$ cat src/rtl/diff_accum_pkg.sv
// diff_accum_pkg: shared types, defaults and the rounding helper for diff_accum.
package diff_accum_pkg;

    localparam int DATA_W_DEFAULT = 20;
    localparam int RND_W = 64;

    typedef logic signed [DATA_W_DEFAULT-1:0] sample_t;

    typedef enum logic {EMPTY, FULL} out_state_e;

    // Adds half an LSB of the result, then shifts arithmetically: ties round toward +inf.
    function automatic logic signed [RND_W-1:0] round_mean(
        input logic signed [RND_W-1:0] sum,
        input int                      log2_n
    );
        logic signed [RND_W-1:0] bias;
        bias = 64'sd1 <<< (log2_n - 1);
        return (sum + bias) >>> log2_n;
    endfunction

endpackage

$ cat src/rtl/diff_accum_minmax.sv
// diff_accum_minmax: per-window signed min/max tracker; *_nxt include the current sample.
module diff_accum_minmax
    import diff_accum_pkg::*;
#(
    parameter int DATA_W = DATA_W_DEFAULT
)(
    input  logic                     clk,
    input  logic                     rst,
    input  logic                     clear,
    input  logic                     start,
    input  logic                     update,
    input  logic signed [DATA_W-1:0] din,
    output logic signed [DATA_W-1:0] min_nxt,
    output logic signed [DATA_W-1:0] max_nxt
);

    logic signed [DATA_W-1:0] min_q, min_d, max_q, max_d;

    always_comb begin
        min_nxt = update ? ((start || din < min_q) ? din : min_q) : min_q;
        max_nxt = update ? ((start || din > max_q) ? din : max_q) : max_q;
        min_d   = clear ? '0 : min_nxt;
        max_d   = clear ? '0 : max_nxt;
    end

    always_ff @(posedge clk) begin
        if (rst) begin
            min_q <= '0;
            max_q <= '0;
        end else begin
            min_q <= min_d;
            max_q <= max_d;
        end
    end

endmodule

$ cat src/rtl/diff_accum.sv
// diff_accum: windowed rounded mean of signed samples with valid/ready output; DIFF_ACCUM_MINMAX_EN adds min/max.
module diff_accum
    import diff_accum_pkg::*;
#(
    parameter int DATA_W = DATA_W_DEFAULT,
    parameter int LOG2_N = 4
)(
    input  logic                     clk,
    input  logic                     rst,
    input  logic signed [DATA_W-1:0] in_data,
    input  logic                     in_dval,
    input  logic                     clr,
    output logic signed [DATA_W-1:0] avg_data,
    output logic                     avg_valid,
    input  logic                     avg_ready,
    output logic signed [DATA_W-1:0] min_data,
    output logic signed [DATA_W-1:0] max_data,
    output logic [LOG2_N-1:0]        sample_cnt,
    output logic                     overrun
);

    localparam int ACC_W = DATA_W + LOG2_N;

    logic signed [ACC_W-1:0]  acc_q, acc_d, sum;
    logic [LOG2_N-1:0]        cnt_q, cnt_d;
    logic signed [DATA_W-1:0] avg_q, avg_d, mean;
    out_state_e               st_q, st_d;
    logic                     ovr_q, ovr_d;
    logic                     take, done, load;

    always_comb begin
        take  = in_dval && !clr;
        done  = take && (&cnt_q);
        load  = done && (st_q == EMPTY || avg_ready);
        sum   = acc_q + ACC_W'(in_data);
        mean  = DATA_W'(round_mean(RND_W'(sum), LOG2_N));
        acc_d = clr ? '0 : take ? (done ? '0 : sum) : acc_q;
        cnt_d = clr ? '0 : take ? cnt_q + LOG2_N'(1) : cnt_q;
        avg_d = load ? mean : avg_q;
        // A completion while a result is still held and not being taken is dropped.
        st_d  = load ? FULL : (st_q == FULL && avg_ready) ? EMPTY : st_q;
        ovr_d = clr ? 1'b0 : ovr_q | (done && st_q == FULL && !avg_ready);
    end

    always_ff @(posedge clk) begin
        if (rst) begin
            acc_q <= '0;
            cnt_q <= '0;
            avg_q <= '0;
            st_q  <= EMPTY;
            ovr_q <= 1'b0;
        end else begin
            acc_q <= acc_d;
            cnt_q <= cnt_d;
            avg_q <= avg_d;
            st_q  <= st_d;
            ovr_q <= ovr_d;
        end
    end

    assign avg_data   = avg_q;
    assign avg_valid  = (st_q == FULL);
    assign sample_cnt = cnt_q;
    assign overrun    = ovr_q;

`ifdef DIFF_ACCUM_MINMAX_EN
    logic signed [DATA_W-1:0] min_nxt, max_nxt, min_q, min_d, max_q, max_d;

    diff_accum_minmax #(.DATA_W(DATA_W)) u_minmax (
        .clk     (clk),
        .rst     (rst),
        .clear   (clr),
        .start   (take && cnt_q == '0),
        .update  (take),
        .din     (in_data),
        .min_nxt (min_nxt),
        .max_nxt (max_nxt)
    );

    always_comb begin
        min_d = load ? min_nxt : min_q;
        max_d = load ? max_nxt : max_q;
    end

    always_ff @(posedge clk) begin
        if (rst) begin
            min_q <= '0;
            max_q <= '0;
        end else begin
            min_q <= min_d;
            max_q <= max_d;
        end
    end

    assign min_data = min_q;
    assign max_data = max_q;
`else
    assign min_data = '0;
    assign max_data = '0;
`endif

endmodule

$ cat config.mk
export PLATFORM = sky130hd
export DESIGN_NAME = diff_accum
export DESIGN_NICKNAME = d
export VERILOG_FILES = /design/src/rtl/diff_accum_pkg.sv /design/src/rtl/diff_accum_minmax.sv /design/src/rtl/diff_accum.sv
export SDC_FILE = /design/constraint.sdc
export NUM_CORES = 1
export LEC_CHECK = 0
export CAP_MARGIN = 20
export CORE_ASPECT_RATIO = 2
export CORE_MARGIN = 5
export CORE_UTILIZATION = 50
export DETAILED_ROUTE_END_ITERATION = 12
export GPL_TIMING_DRIVEN = 0
export PLACE_DENSITY = 0.78
export SLEW_MARGIN = 10
export SYNTH_ARGS = -nofsm -noshare
export SYNTH_HDL_FRONTEND = slang
export SYNTH_SLANG_ARGS = --single-unit
$ cat constraint.sdc
create_clock -name clk -period 4.9 [get_ports clk]
set_input_delay 0.98 -clock clk [delete_from_list [all_inputs] [get_ports clk]]
set_output_delay 0.98 -clock clk [all_outputs]
set_load 0.1 [all_outputs]
==> flow_metrics.env, run 1 <==
export IMPL_syn_inst=491
export IMPL_crit_path_start_kind="primary input"
export IMPL_hp_start="acc_q[0]$_SDFFE_PP0P_"
export IMPL_async_flop_share_pct=0
export IMPL_grt_overflow=0
export IMPL_clk_latency_ns=0.30
export IMPL_drc=0
export IMPL_synthFlopType="dfxtp_1"
export IMPL_nets=638
export IMPL_antenna_found_initial=0
export IMPL_p_leak_nw=2.06
export IMPL_cts_resized=0
export IMPL_syn_avg_cell_area_um2=8.20
export IMPL_period_needed_ns=4.59
export IMPL_critical_path_class="in -> reg"
export IMPL_postCtsHoldBufs=0
export IMPL_rsz0062_at_grt="no"
export IMPL_clk_path_buf_depth=2
export IMPL_io_pin_count=91
export IMPL_hpwl_um=9690
export IMPL_port_buffers=50
export IMPL_vias_per_cell=5.82
export IMPL_period_share_pct=93.8
export IMPL_hold_worst_slack_ns=0.458
export IMPL_path_cells="clkdlybuf4s50_1 > ha_1 > inv_1 > fa_1 > and2b_1 > o31a_1 > o211ai_1 > a31oi_1 > xor2_1 > nand3b_2 > nor4_4 > a21oi_1 > or3_1"
export IMPL_area_growth_pct=22.9
export IMPL_start_util_pct=51.0
export IMPL_slew_violations=0
export IMPL_r2r_start="acc_q[0]$_SDFFE_PP0P_"
export IMPL_cpMaxStageDelayCell="xor2_1"
export IMPL_synth_edf_count=0
export IMPL_grt_usage_pct=23.8
export IMPL_max_stage_delay_ns=0.54
export IMPL_status="finished, final reports clean"
export IMPL_wire_per_inst_um=17.4
export IMPL_core_mm2=0.00789
export IMPL_grt_pass1_vias=3963
export IMPL_max_freq_mhz=218
export IMPL_die_width_um=73.4
export IMPL_powerDensity_mw_per_mm2=238
export IMPL_die_h_um=137
export IMPL_grt_max_degree=17
export IMPL_crit_fanout=5
export IMPL_n_antenna_cell=0
export IMPL_synth_seq_area_share_pct=24.9
export IMPL_cts_buffers=5
export IMPL_first_iter_violations=225
export IMPL_dieArea_mm2=0.0101
export IMPL_grt_pass1_wl_um=18500
export IMPL_drtPass1Iterations=4
export IMPL_vias=3980
export IMPL_hp_class="reg -> reg"
export IMPL_holdPathEnd="acc_q[0]$_SDFFE_PP0P_"
export IMPL_synth_cell_type_count=75
export IMPL_drt_wl_total_um=11900
export IMPL_postRouteAntennaNets=0
export IMPL_endpoint_kind="flop"
export IMPL_fin_tns_setup_ns=0
export IMPL_worstPathArrival_ns=4.78
export IMPL_gp_congestion=0.936
export IMPL_tritoncts="yes"
export IMPL_setup_viol=0
export IMPL_yosys_warnings=0
export IMPL_setup_worst_path_start="in_data[0]"
export IMPL_finalHoldViolCount=0
export IMPL_cts_htree_levels=2
export IMPL_p_total_w=0.00118
export IMPL_worstMarginPinSlew_ns=1.02
export IMPL_postCtsSetupBuffers=0
export IMPL_ys_ff_latch=50
export IMPL_cts_sinks=50
export IMPL_cts_root_buf="clkbuf_16"
export IMPL_drive_gt1_share_pct=13.6
export IMPL_rrSetupSlack_ns=1.13
export IMPL_rr_endpoint="avg_data[19]$_SDFFE_PP0P_"
export IMPL_relSlewSlack_pct=32.0
export IMPL_rows=46
export IMPL_skew_ns=0.00411
export IMPL_clk_pin_slew_ns=0.07
export IMPL_hold_depth=2
export IMPL_synthesis_area_mm2=0.00403
export IMPL_peakVddDrop_mv=0.147
export IMPL_cap_violations=0
export IMPL_required_ns=5.08
export IMPL_worstRegToRegCells=12
critical path, delay by kind of cell:
family / cells / cell delay [ns]
xor+xnor: 1 / 0.54
simple gates: 4 / 1.36
fa+ha+maj: 2 / 0.62
buf+inv: 2 / 0.54
compound gates: 4 / 0.74
synthesized netlist by cell type, drive strengths merged, types with 9 or more instances:
| master | count | share of area [%] |
|---|---|---|
| nand3 | 9 | 1.2 |
| nor2 | 69 | 6.6 |
| buf | 44 | 8.2 |
| a211oi | 16 | 3.2 |
| clkbuf | 14 | 1.3 |
| o21ai | 15 | 2.0 |
| dfxtp | 50 | 25 |
| a22oi | 16 | 3.0 |
| xor2 | 16 | 3.5 |
| a21o | 11 | 2.1 |
| xnor2 | 14 | 3.0 |
| ha | 25 | 7.8 |
| a21oi | 30 | 4.1 |
| nand2 | 38 | 3.5 |
| o21a | 9 | 1.7 |
worst max-delay path by stage:
| stage | end | slack, ns | cells after the start |
|---|---|---|---|
| after global placement | avg_data[19]$_SDFFE_PP0P_ | 0.18 | 13 |
| after floorplan | avg_data[19]$_SDFFE_PP0P_ | 1.23 | 12 |
| after global routing | avg_data[19]$_SDFFE_PP0P_ | 0.20 | 13 |
| after CTS | avg_data[19]$_SDFFE_PP0P_ | 0.35 | 13 |
| final | avg_data[19]$_SDFFE_PP0P_ | 0.31 | 13 |
| after detailed placement | avg_data[19]$_SDFFE_PP0P_ | 0.07 | 13 |
cell type report:
class	count	area, um^2
Inverter	8	30.0
Fill cell	721	2940
Clock inverter	2	16.3
Multi-Input combinational cell	414	2760
Clock buffer	6	139
Sequential cell	50	1000
Tap cell	96	120
Timing Repair Buffer	50	500
Buffer	58	384
metal layers:
| metal | global-route usage [%] | vias up | part of all wire [%] |
|---|---|---|---|
| met5 | 0 | - | 0 |
| met4 | 18.3 | 0 | 7.8 |
| met3 | 2.50 | 65 | 4.2 |
| met2 | 44.4 | 162 | 55 |
| met1 | 22.3 | 1854 | 33 |
| li1 | - | 1899 | - |
stage by stage:
step | std cells | utilization (%) | cell area (um^2) | setup WS [ns]
after floorplan | 530 | - | 4170 | 1.23
after global placement | 676 | 60.8 | 4790 | 0.184
after detailed placement | 676 | 60.8 | 4790 | 0.0691
after CTS | 684 | 62.7 | 4950 | 0.354
after global routing | 684 | 62.7 | 4950 | 0.198
final | 684 | 62.7 | 4950 | 0.305
flip-flops by register name, indices dropped and copies added, names as in the netlist:
register	cells
avg_valid	1
overrun	1
avg_data	20
sample_cnt	4
acc_q	24
cell usage in the layout, fill, tap and decap left out, drive strengths merged, types with 5 or more instances in the layout:
cell type,count
conb,40
buf,44
inv,9
nand3,9
a21o,11
xor2,16
a211oi,16
o21ai,15
dfxtp,50
o21a,9
xnor2,14
nand4,8
clkbuf,20
and3,5
ha,25
nand2,38
nor4,8
nor2b,6
clkdlybuf4s50,50
o21bai,5
nor3b,5
nor2,69
a22oi,16
a21oi,30
nand3b,5
nor3,7
cell families (layout without fill, tap and decap cells):
| family | Yosys count | in the layout | share of synthesized area (%) |
|---|---|---|---|
| flops | 50 | 50 | 24.9 |
| buf+inv | 66 | 124 | 10.3 |
| simple gates | 182 | 182 | 24.6 |
| mux | 2 | 2 | 0.497 |
| fa+ha+maj | 26 | 26 | 8.27 |
| other cells | 1 | 40 | 0.0932 |
| compound gates | 134 | 134 | 24.9 |
| xor+xnor | 30 | 30 | 6.53 |
power by group:
group          leakage, nW  internal, W  switching (W)
registers            0.404     0.000412     0.00000355
logic                 1.58     0.000111       0.000279
clock network       0.0735     0.000206       0.000167
total                 2.06     0.000728       0.000450
Note: power is estimated with default switching activity, not from simulation.
==> run 2: changes to the inputs <==
--- a/config.mk
+++ b/config.mk
@@ -7,5 +7,4 @@
 export LEC_CHECK = 0
 export CAP_MARGIN = 20
-export CORE_ASPECT_RATIO = 2
 export CORE_MARGIN = 5
 export CORE_UTILIZATION = 50
@@ -16,3 +15,4 @@
 export SYNTH_ARGS = -nofsm -noshare
 export SYNTH_HDL_FRONTEND = slang
+export SYNTH_HIERARCHICAL = 1
 export SYNTH_SLANG_ARGS = --single-unit
==> constraint.sdc (replaced) <==
create_clock -name clk -period 4.9 [get_ports clk]
set_input_delay 0.98 -clock clk [delete_from_list [all_inputs] [get_ports clk]]
set_output_delay 0.98 -clock clk [all_outputs]
set_load 0.05 [all_outputs]
==> run 2 against run 1 <==
Compared with the run above: die area decreased by 1.1%; worst hold slack got worse by 0.0010 ns; synthesized cell count unchanged; largest cell class unchanged; highest routed layer unchanged.
==> flow_metrics.env, run 2 <==
export IMPL_status="finished, final reports clean"
export IMPL_dieArea_mm2=0.00995
export IMPL_hpwl_um=8270
export IMPL_yosys_area_top_type_share_pct=24.9
export IMPL_largest_register="acc_q"
export IMPL_synth_area_leader_cell="dfxtp_1"
export IMPL_vias_per_cell=5.56
export IMPL_ys_ff_latch=50
export IMPL_gp_congestion=0.890
export IMPL_grt_usage_pct=20.5
export IMPL_antenna_found_initial=0
export IMPL_synth_area_leaders="dfxtp_1, ha_1, buf_4, nor2_1, nand2_1"
export IMPL_p_leak_nw=2.02
export IMPL_async_flop_share_pct=0
export IMPL_synth_edf_count=0
export IMPL_port_buffers=50
export IMPL_drc=0
export IMPL_core_mm2=0.00777
export IMPL_p_int_w=0.000620
export IMPL_grt_overflow=0
export IMPL_grt_max_degree=16
export IMPL_worstMarginPinSlew_ns=0.920
export IMPL_largest_reg_flops=24
export IMPL_synth_most_common_cell="nor2_1"
export IMPL_tritoncts="yes"
export IMPL_cts_htree_levels=2
export IMPL_slew_violations=0
export IMPL_final_util_pct=62.9
export IMPL_cts_resized=0
export IMPL_p_clk_share_pct=24.8
export IMPL_max_freq_mhz=226
export IMPL_path_cells="clkdlybuf4s50_1 > ha_1 > inv_1 > fa_1 > and2b_1 > o31a_1 > o211ai_1 > a31oi_1 > xor2_1 > nand3b_2 > nor4_4 > a21oi_1 > or3_1"
export IMPL_final_common_cell="nor2_1"
export IMPL_stdcell_count=689
export IMPL_rr_endpoint="avg_data[19]$_SDFFE_PP0P_"
export IMPL_endpoint_kind="flop"
export IMPL_nets=638
export IMPL_synth_seq_area_share_pct=24.9
export IMPL_critical_path_class="in -> reg"
export IMPL_period_needed_ns=4.42
export IMPL_synthesis_area_mm2=0.00403
export IMPL_io_pin_count=91
export IMPL_cpMaxStageDelayCell="clkdlybuf4s50_1"
export IMPL_cts_sinks=50
export IMPL_synth_commonest_cells="nor2_1, dfxtp_1, buf_4"
export IMPL_vias=3829
export IMPL_max_stage_delay_ns=0.47
export IMPL_fin_tns_setup_ns=0
export IMPL_clk_latency_ns=0.31
export IMPL_power_frac_seq_pct=42.7
export IMPL_n_antenna_cell=0
export IMPL_p_comb_share_pct=32.4
export IMPL_p_switching_w=0.000352
export IMPL_cts_root_buf="clkbuf_8"
export IMPL_fillers=703
export IMPL_required_ns=5.10
export IMPL_power_share_switching_pct=36.2
export IMPL_drive_gt1_share_pct=13.5
export IMPL_finalHoldViolCount=0
export IMPL_r2r_start="acc_q[0]$_SDFFE_PP0P_"
export IMPL_postCtsSetupBuffers=0
export IMPL_drtPass1Iterations=5
export IMPL_start_util_pct=51.8
export IMPL_crit_path_start_kind="primary input"
export IMPL_synthFlopType="dfxtp_1"
export IMPL_worstPathArrival_ns=4.62
export IMPL_peakVddDrop_mv=0.123
export IMPL_postRouteAntennaNets=0
export IMPL_syn_avg_cell_area_um2=8.20
export IMPL_rrSetupSlack_ns=1.29
export IMPL_powerDensity_mw_per_mm2=199
export IMPL_syn_inst=491
export IMPL_drt_wl_total_um=10300
export IMPL_die_h_um=99.7
export IMPL_skew_ns=0.00773
export IMPL_clk_path_buf_depth=2
export IMPL_crit_fanout=5
export IMPL_synth_cell_type_count=75
export IMPL_die_width_um=99.7
export IMPL_setup_worst_path_start="in_data[0]"
export IMPL_crit_family="simple AND/OR/NAND/NOR gates"
export IMPL_area_growth_pct=21.3
export IMPL_setup_viol=0
export IMPL_cap_violations=0
export IMPL_worstRegToRegCells=12
export IMPL_clk_pin_slew_ns=0.10
export IMPL_hp_class="reg -> reg"
export IMPL_crit_end="avg_data[19]$_SDFFE_PP0P_"
export IMPL_period_share_pct=90.2
export IMPL_grt_pass1_wl_um=16800
export IMPL_cp_num_buf_inv=2
export IMPL_yosys_warnings=6
export IMPL_rsz0062_at_grt="no"
export IMPL_grt_pass1_vias=3478
export IMPL_dp_cells=682
export IMPL_cp_depth=13
export IMPL_first_iter_violations=195
export IMPL_cts_buffers=5
export IMPL_relSlewSlack_pct=38.3
export IMPL_wire_per_inst_um=15.0
export IMPL_postCtsHoldBufs=0
export IMPL_rows=32
export IMPL_final_cell_mix="nor2_1, dfxtp_1, clkdlybuf4s50_1"
## run 2: cell types whose count changed in the layout (fill, tap and decap cells not counted), sizes merged
cell,previous run,this run
inv,9,8
clkinvlp,1,2
clkbuf,20,19
## run 2: cell type report
type                       count  area, um^2  share of cell area (%)
buffer                        58         384                    7.87
clock buffer                   5        68.8                    1.41
clock inverter                 2        15.0                   0.307
inverter                       8        30.0                   0.615
multi-input combinational    414        2760                    56.4
sequential                    50        1000                    20.5
tap                          102         128                    2.61
timing repair buffer          50         500                    10.2
## run 2: power by group through the flow
stage                     Sequential [W]  Clock (W)  Combinational (W)
final                           0.000415   0.000241           0.000315
after global routing            0.000416   0.000266           0.000340
after CTS                       0.000415   0.000248           0.000311
after detailed placement        0.000425          0           0.000310
after global placement          0.000424          0           0.000305
after floorplan                 0.000426          0           0.000244
## run 2: worst min-delay path, stage by stage (launching register included)
cell     delay [ns]
dfxtp_1        0.32
nand2_1        0.05
a21oi_1        0.05
## run 2: how the worst min path moves through the flow
stage / cells after the start / slack, ns / from / end
3_3_place_gp: 2 / 0.44 / avg_data[10]$_SDFFE_PP0P_ / avg_data[10]$_SDFFE_PP0P_
6_report: 2 / 0.46 / avg_data[0]$_SDFFE_PP0P_ / avg_data[0]$_SDFFE_PP0P_
2_1_floorplan: 2 / 0.44 / acc_q[0]$_SDFFE_PP0P_ / acc_q[0]$_SDFFE_PP0P_
4_1_cts: 2 / 0.46 / avg_data[10]$_SDFFE_PP0P_ / avg_data[10]$_SDFFE_PP0P_
5_1_grt: 2 / 0.48 / avg_data[0]$_SDFFE_PP0P_ / avg_data[0]$_SDFFE_PP0P_
3_5_place_dp: 2 / 0.45 / avg_data[10]$_SDFFE_PP0P_ / avg_data[10]$_SDFFE_PP0P_
## run 2: stage by stage
stage	setup WS, ns	total power, W	hold slack, ns	cell area, um^2
after floorplan	1.23	0.000670	0.436	4170
after global placement	0.289	0.000729	0.442	4800
after detailed placement	0.216	0.000734	0.447	4800
after CTS	0.519	0.000975	0.461	4880
after global routing	0.307	0.00102	0.485	4880
final	0.478	0.000972	0.457	4880
## run 2: kinds of logic (layout without fill, tap and decap cells)
group	after synthesis	count (layout)	share of synthesized area [%]
and+or+nand+nor	182	182	24.6
AOI/OAI and AO/OA	134	134	24.9
buffers and inverters	66	123	10.3
xor gates and xnor gates	30	30	6.53
muxes	2	2	0.497
adders and majority gates	26	26	8.27
other	1	40	0.0932
DFF	50	50	24.9
## run 2: per-layer routing
layer	GRT usage [%]	up-vias	share of wire, %
met2	33.2	144	46
met5	0	-	0
met4	4.62	0	1.2
met1	29.0	1782	46
met3	2.73	11	6.9
li1	-	1892	-
==> run 3: changes to the inputs <==
MAX_ROUTING_LAYER = met4   (was not set)
==> run 3 against run 2 <==
Compared with the run above: combinational power hardly changed; sequential power about the same; critical path depth did not move; non-clock buffer count stayed put; die area unchanged; via count decreased by 1.0%; largest cell class unchanged.
==> flow_metrics.env, run 3 (same netlist as run 2, synthesis figures left out) <==
export IMPL_status="finished, final reports clean"
export IMPL_clk_latency_ns=0.31
export IMPL_grt_max_degree=16
export IMPL_setup_worst_path_start="in_data[0]"
export IMPL_clk_path_buf_depth=2
export IMPL_crit_path_start_kind="primary input"
export IMPL_period_needed_ns=4.41
export IMPL_worstRegToRegCells=12
export IMPL_cts_htree_levels=2
export IMPL_powerDensity_mw_per_mm2=209
export IMPL_core_mm2=0.00777
export IMPL_max_freq_mhz=227
export IMPL_clk_pin_slew_ns=0.10
export IMPL_gp_congestion=0.904
export IMPL_cts_buffers=5
export IMPL_die_width_um=99.7
export IMPL_rows=32
export IMPL_crit_fanout=5
export IMPL_hold_depth=2
export IMPL_postRouteAntennaNets=0
export IMPL_first_iter_violations=207
export IMPL_fin_tns_setup_ns=0
export IMPL_cts_sinks=50
export IMPL_crit_family="simple AND/OR/NAND/NOR gates"
export IMPL_drtPass1Iterations=5
export IMPL_worstMarginPinSlew_ns=0.901
export IMPL_cpMaxStageDelayCell="xor2_1"
export IMPL_critical_path_class="in -> reg"
export IMPL_required_ns=5.10
export IMPL_postCtsHoldBufs=0
export IMPL_hp_class="reg -> reg"
export IMPL_die_h_um=99.7
export IMPL_rrSetupSlack_ns=1.27
export IMPL_drt_wl_total_um=10300
export IMPL_cp_num_buf_inv=2
export IMPL_holdPathEnd="avg_data[0]$_SDFFE_PP0P_"
export IMPL_rsz0062_at_grt="no"
export IMPL_max_stage_delay_ns=0.47
export IMPL_vias_per_cell=5.49
export IMPL_drive_gt1_share_pct=13.4
export IMPL_final_cell_mix="nor2_1, dfxtp_1, clkdlybuf4s50_1"
export IMPL_p_leak_nw=2.04
export IMPL_grt_overflow=0
export IMPL_antenna_found_initial=0
export IMPL_postCtsSetupBuffers=0
export IMPL_fillers=709
export IMPL_grt_pass1_wl_um=16600
export IMPL_slew_violations=0
export IMPL_p_total_w=0.00103
export IMPL_port_buffers=50
export IMPL_r2r_start="acc_q[0]$_SDFFE_PP0P_"
export IMPL_grt_usage_pct=20.8
export IMPL_period_share_pct=90.1
export IMPL_path_cells="clkdlybuf4s50_1 > ha_1 > inv_1 > fa_1 > and2b_1 > o31a_1 > o211ai_1 > a31oi_1 > xor2_1 > nand3b_2 > nor4_4 > a21oi_1 > or3_1"
export IMPL_rr_endpoint="avg_data[19]$_SDFFE_PP0P_"
export IMPL_n_antenna_cell=0
export IMPL_finalHoldViolCount=0
export IMPL_multi_input_area_mm2=0.00276
export IMPL_skew_ns=0.00947
export IMPL_nets=638
export IMPL_cts_root_buf="clkbuf_8"
export IMPL_peakVddDrop_mv=0.114
export IMPL_wire_per_inst_um=14.9
export IMPL_area_growth_pct=22.0
export IMPL_ff_latch_area_mm2=0.00100
export IMPL_setup_viol=0
export IMPL_largest_reg_flops=24
export IMPL_vias=3789
export IMPL_cts_resized=0
export IMPL_dieArea_mm2=0.00995
export IMPL_worstPathArrival_ns=4.61
export IMPL_io_pin_count=91
export IMPL_grt_pass1_vias=3524
export IMPL_start_util_pct=51.8
export IMPL_cap_violations=0
export IMPL_final_common_cell="nor2_1"
export IMPL_drc=0
export IMPL_largest_register="acc_q"
export IMPL_hpwl_um=8230
export IMPL_relSlewSlack_pct=39.5
export IMPL_endpoint_kind="flop"
export IMPL_hp_start="avg_data[0]$_SDFFE_PP0P_"
export IMPL_tritoncts="yes"
==> run 3: cell types whose count changed in the layout (fill, tap and decap cells not counted) <==
| cell | before | now |
|---|---|---|
| bufinv_16 | 0 | 1 |
| clkinvlp_4 | 2 | 1 |
| clkbuf_1 | 14 | 15 |
==> run 3: final cells by class <==
class                   count  area share (%)
multi-input cells         414            56.1
flip-flops and latches     50            20.4
repair buffers             50            10.2
plain buffers              58            7.82
well taps                 102            2.60
clock buffers               6            1.48
clock inverters             2           0.765
inverters                   8           0.612
==> run 3: per-stage QoR <==
stage                     hold WS, ns  instances  utilization, %  cell area, um^2  setup WS, ns
after floorplan                 0.436        530               -             4170          1.23
after global placement          0.443        682            61.8             4800         0.283
after CTS                       0.461        690            63.2             4910         0.522
after global routing            0.486        690            63.2             4910         0.280
after detailed placement        0.448        682            61.8             4800         0.224
final                           0.457        690            63.2             4910         0.486
==> run 3: layer usage <==
layer | part of all wire, % | up-vias | GRT usage, %
met5 | 0 | - | -
met4 | 1.3 | 0 | 5.15
met3 | 7.2 | 10 | 2.95
met2 | 45 | 149 | 32.7
met1 | 47 | 1740 | 28.2
li1 | - | 1890 | -
==> run 3: worst max path at each step <==
stage                                endpoint  slack (ns)  depth (start not counted)
global placement    avg_data[19]$_SDFFE_PP0P_        0.28                         13
detailed placement  avg_data[19]$_SDFFE_PP0P_        0.22                         13
CTS                 avg_data[19]$_SDFFE_PP0P_        0.52                         13
floorplan           avg_data[19]$_SDFFE_PP0P_        1.23                         12
finish              avg_data[19]$_SDFFE_PP0P_        0.49                         13
global route        avg_data[19]$_SDFFE_PP0P_        0.28                         13
==> run 3: where the power goes <==
part           switching [W]  leakage, nW  internal [W]
clock network       0.000145       0.0514      0.000153
registers         0.00000358        0.404      0.000412
logic               0.000204         1.58      0.000111
total               0.000352         2.04      0.000675
==> run 3: tightest hold or removal path, delay by kind of cell, from the launching register on <==
family | cells | cell delay (ns)
flip-flops | 1 | 0.32
AND/OR/NAND/NOR | 1 | 0.05
AO/OA/AOI/OAI | 1 | 0.05
